**src/rtl/full_adder_beha.sv**
```systemverilog
// rtl/full_adder_beha.sv - registered ripple-carry full adder
// A chain of one-bit cells forms a + b + c; the result lands in output flops one clock later.
module full_adder_beha #(
    parameter int WIDTH = 1
) (
    input  logic             clk,
    input  logic             rst_n,
    input  logic             in_valid,
    input  logic [WIDTH-1:0] a,
    input  logic [WIDTH-1:0] b,
    input  logic             c,
    output logic [WIDTH-1:0] s,
    output logic             cout,
    output logic             ovf,
    output logic             out_valid
);

    logic [WIDTH-1:0] sum_w;
    logic             carry_w;
    logic             msb_cin_w;

    logic [WIDTH-1:0] s_d, s_q;
    logic             cout_d, cout_q;
    logic             ovf_d, ovf_q;
    logic             out_valid_d, out_valid_q;

    // carry_w walks the chain; msb_cin_w keeps the carry into the top cell for signed overflow
    always_comb begin
        sum_w     = '0;
        carry_w   = c;
        msb_cin_w = c;
        for (int i = 0; i < WIDTH; i++) begin
            msb_cin_w = carry_w;
            sum_w[i]  = a[i] ^ b[i] ^ carry_w;
            carry_w   = (a[i] & b[i]) | (a[i] & carry_w) | (b[i] & carry_w);
        end
    end

    always_comb begin
        s_d         = s_q;
        cout_d      = cout_q;
        ovf_d       = ovf_q;
        out_valid_d = in_valid;
        if (in_valid) begin
            s_d    = sum_w;
            cout_d = carry_w;
            ovf_d  = carry_w ^ msb_cin_w;
        end
    end

    always_ff @(posedge clk or negedge rst_n) begin
        if (!rst_n) begin
            s_q         <= '0;
            cout_q      <= 1'b0;
            ovf_q       <= 1'b0;
            out_valid_q <= 1'b0;
        end else begin
            s_q         <= s_d;
            cout_q      <= cout_d;
            ovf_q       <= ovf_d;
            out_valid_q <= out_valid_d;
        end
    end

    assign s         = s_q;
    assign cout      = cout_q;
    assign ovf       = ovf_q;
    assign out_valid = out_valid_q;

endmodule

```
**config.mk**
```make
export PLATFORM = sky130hd
export DESIGN_NAME = full_adder_beha
export DESIGN_NICKNAME = d
export VERILOG_FILES = /design/src/rtl/full_adder_beha.sv
export SDC_FILE = /design/constraint.sdc
export NUM_CORES = 1
export LEC_CHECK = 0
export CAP_MARGIN = 20
export CELL_PAD_IN_SITES_DETAIL_PLACEMENT = 1
export CELL_PAD_IN_SITES_GLOBAL_PLACEMENT = 1
export CORE_AREA = 5 5 42 44
export CTS_BUF_LIST = sky130_fd_sc_hd__clkbuf_8
export DETAILED_ROUTE_END_ITERATION = 16
export DIE_AREA = 0 0 47 49
export PLACE_DENSITY = 0.39
export SYNTH_ARGS = -nofsm -noshare
export SYNTH_HDL_FRONTEND = slang
export SYNTH_SLANG_ARGS = --single-unit
```
**constraint.sdc**
```tcl
create_clock -name clk -period 1.2 [get_ports clk]
set_input_delay 0.24 -clock clk [delete_from_list [all_inputs] [get_ports clk]]
set_output_delay 0.24 -clock clk [all_outputs]
set_load 0.03 [all_outputs]
```
==> results.sh <==
export IMPL_grt_setup_unrepaired="false"
export IMPL_worst_slew_pin_slew_ns=0.212
export IMPL_ys_flop_type="dfrtp_1"
export IMPL_cp_arrival_ns=1.20
export IMPL_status="finished clean"
export IMPL_synth_net_count=17
export IMPL_gp_congestion=0.671
export IMPL_intPower_uw=418
export IMPL_grt_overflow=0
export IMPL_cap_violations=0
export IMPL_grt_antenna_before_repair=0
export IMPL_vias_per_cell=3.51
export IMPL_cts_inserted_buffers=3
export IMPL_holdWs_ns=0.237
export IMPL_ir_worst_vdd_mv=0.626
export IMPL_diodes=0
export IMPL_total_power_uw=558
export IMPL_power_frac_seq_pct=28.8
export IMPL_path_max_fanout=1
export IMPL_synth_most_common_cell="dfrtp_1"
export IMPL_clockPowerShare_pct=50.9
export IMPL_period_share_pct=91.8
export IMPL_synth_seq_area_share_pct=62.5
export IMPL_start_util_pct=11.4
export IMPL_drt_iter0_drc=0
export IMPL_p_sw_share_pct=25.0
export IMPL_setup_tns_ns=0
export IMPL_ys_seq_elements=4
export IMPL_wl_per_cell_um=11.2
export IMPL_synth_top_cells_by_count="dfrtp_1 (4), mux2_2 (2)"
export IMPL_cts_setup_buffers=0
export IMPL_grt_pass1_vias=162
export IMPL_grt_pass1_wl_um=724
export IMPL_syn_inst=10
export IMPL_cp_slowest_stage_delay_ns=0.45
export IMPL_synth_top_cell_area_share_pct=62.5
export IMPL_worst_path_max_delay_cell="fa_2"
export IMPL_fp_dieW_um=47
export IMPL_hold_path_class="in2async"
export IMPL_cp_buffers_inverters=1
export IMPL_pwr_share_comb_pct=20.3
export IMPL_layout_min_cycle_time_ns=1.10
export IMPL_postLayoutCoreUtil_pct=22.0
export IMPL_clock_sinks=4
export IMPL_die_h_um=49
export IMPL_fin_nets=32
export IMPL_p_sw_uw=140
export IMPL_clk_path_buf_depth=2
export IMPL_cts_root_buffer="clkbuf_8"
export IMPL_required_ns=1.30
export IMPL_async_reset_ff_share_pct=100
export IMPL_ctsResizeCount=4
export IMPL_relSlewSlack_pct=85.8
export IMPL_core_area_um2=1400
export IMPL_grt_max_degree=6
export IMPL_skew_ns=0
export IMPL_insertion_delay_ns=0.21
export IMPL_max_freq_ghz=0.907
export IMPL_dieArea_um2=2300
export IMPL_synth_cell_area_um2=160
export IMPL_rows=14
export IMPL_syn_avg_cell_area_um2=16.0
export IMPL_drc=0
export IMPL_start_kind="input port"
export IMPL_critical_path_class="in2reg"
export IMPL_syn_to_final_growth_pct=92.2
export IMPL_maxSlewViolCount=0
export IMPL_first_pass_iters=1
export IMPL_power_leakage_uw=0.000135
export IMPL_cp_top_family="adder cells"
export IMPL_cts_tree="done"
export IMPL_ant_nets=0
export IMPL_yosysWarnings=0
export IMPL_synthDistinctLibCells=6
export IMPL_vias=137
export IMPL_setup_worst_path_end_class="flop"
export IMPL_cts_hold_fix_buffers=0
export IMPL_io_pins=10
export IMPL_fin_ws_ns=0.0980
export IMPL_drive_above_1_share_pct=47.8
export IMPL_cp_cell_sequence="dlygate4sd2_1, fa_2, mux2_2"
export IMPL_wl_um=437
export IMPL_path_clk_slew_ns=0.03
export IMPL_finalHoldViolCount=0
export IMPL_pre_cts_ws_ns=-0.352
export IMPL_synth_edff_count=0
export IMPL_ys_top_cells_by_area="dfrtp_1 (63%), mux2_2 (14%), fa_1 (13%), xnor2_1 (5.5%), a21oi_1 (3.1%)"
export IMPL_powerDensity_nw_per_um2=1810
export IMPL_io_buffer_count=9
export IMPL_yosysTopAreaCell="dfrtp_1"
export IMPL_h_tree_depth=1
export IMPL_track_usage_pct=5.44
export IMPL_setup_viol=0
sequential cells by signal (all words and copies together) (netlist names):
name / cells
cout: 1
out_valid: 1
ovf: 1
s: 1
power groups by stage:
stage / Combinational, uW / Sequential (uW) / Clock (uW)
floorplan: 21.8 / 198 / 0
global placement: 116 / 163 / 0
detailed placement: 118 / 163 / 0
CTS: 116 / 161 / 298
global route: 123 / 163 / 312
finish: 113 / 161 / 284
logic make-up (layout without fill, tap and decap cells):
logic type / Yosys count / after routing / synth area share (%)
buf+inv: 0 / 13 / 0
simple gates: 1 / 1 / 2.34
mux: 2 / 2 / 14.1
xor+xnor: 1 / 1 / 5.47
flops: 4 / 4 / 62.5
fa+ha+maj: 1 / 1 / 12.5
compound gates: 1 / 1 / 3.12
layout make-up:
type                            count  area [um^2]
Fill cell                         168         1090
Sequential cell                     4          100
Timing Repair Buffer               10         83.8
Multi-Input combinational cell      6         62.6
Clock buffer                        3         41.3
Tap cell                           16         20.0
path summary, 6_finish.rpt:
kind / slack (ns) / cells past startpoint / start / to
max reg2reg: 0.46 / 1 / cout$_DFFE_PN0P_ / cout$_DFFE_PN0P_
min reg2reg: 0.50 / 1 / s$_DFFE_PN0P_ / s$_DFFE_PN0P_
min: 0.24 / 1 / rst_n / s$_DFFE_PN0P_
max: 0.1 / 3 / a / s$_DFFE_PN0P_
min in group clk: 0.50 / 1 / s$_DFFE_PN0P_ / s$_DFFE_PN0P_
max in group asynchronous: 0.78 / 1 / rst_n / cout$_DFFE_PN0P_
stage by stage:
stage / cells / area (um^2)
final: 39 / 308
after global routing: 39 / 308
after CTS: 39 / 308
after detailed placement: 36 / 268
after global placement: 36 / 268
after floorplan: 10 / 160
placed cells by master (no fill, tap or decap):
master           instances
fa_2                     1
clkbuf_8                 3
a21oi_1                  1
xnor2_1                  1
buf_4                    5
nor2_1                   1
dlygate4sd2_1            3
dfrtp_1                  4
clkdlybuf4s50_1          2
mux2_2                   2
metal layers:
layer | vias up | track usage, % | wire length [um]
met5 | - | 0 | 0
met4 | 0 | 5.53 | 23
met3 | 5 | 7.75 | 108
met2 | 10 | 5.20 | 154
met1 | 63 | 4.66 | 150
li1 | 59 | - | -
Power figures use the tool's default switching activity.
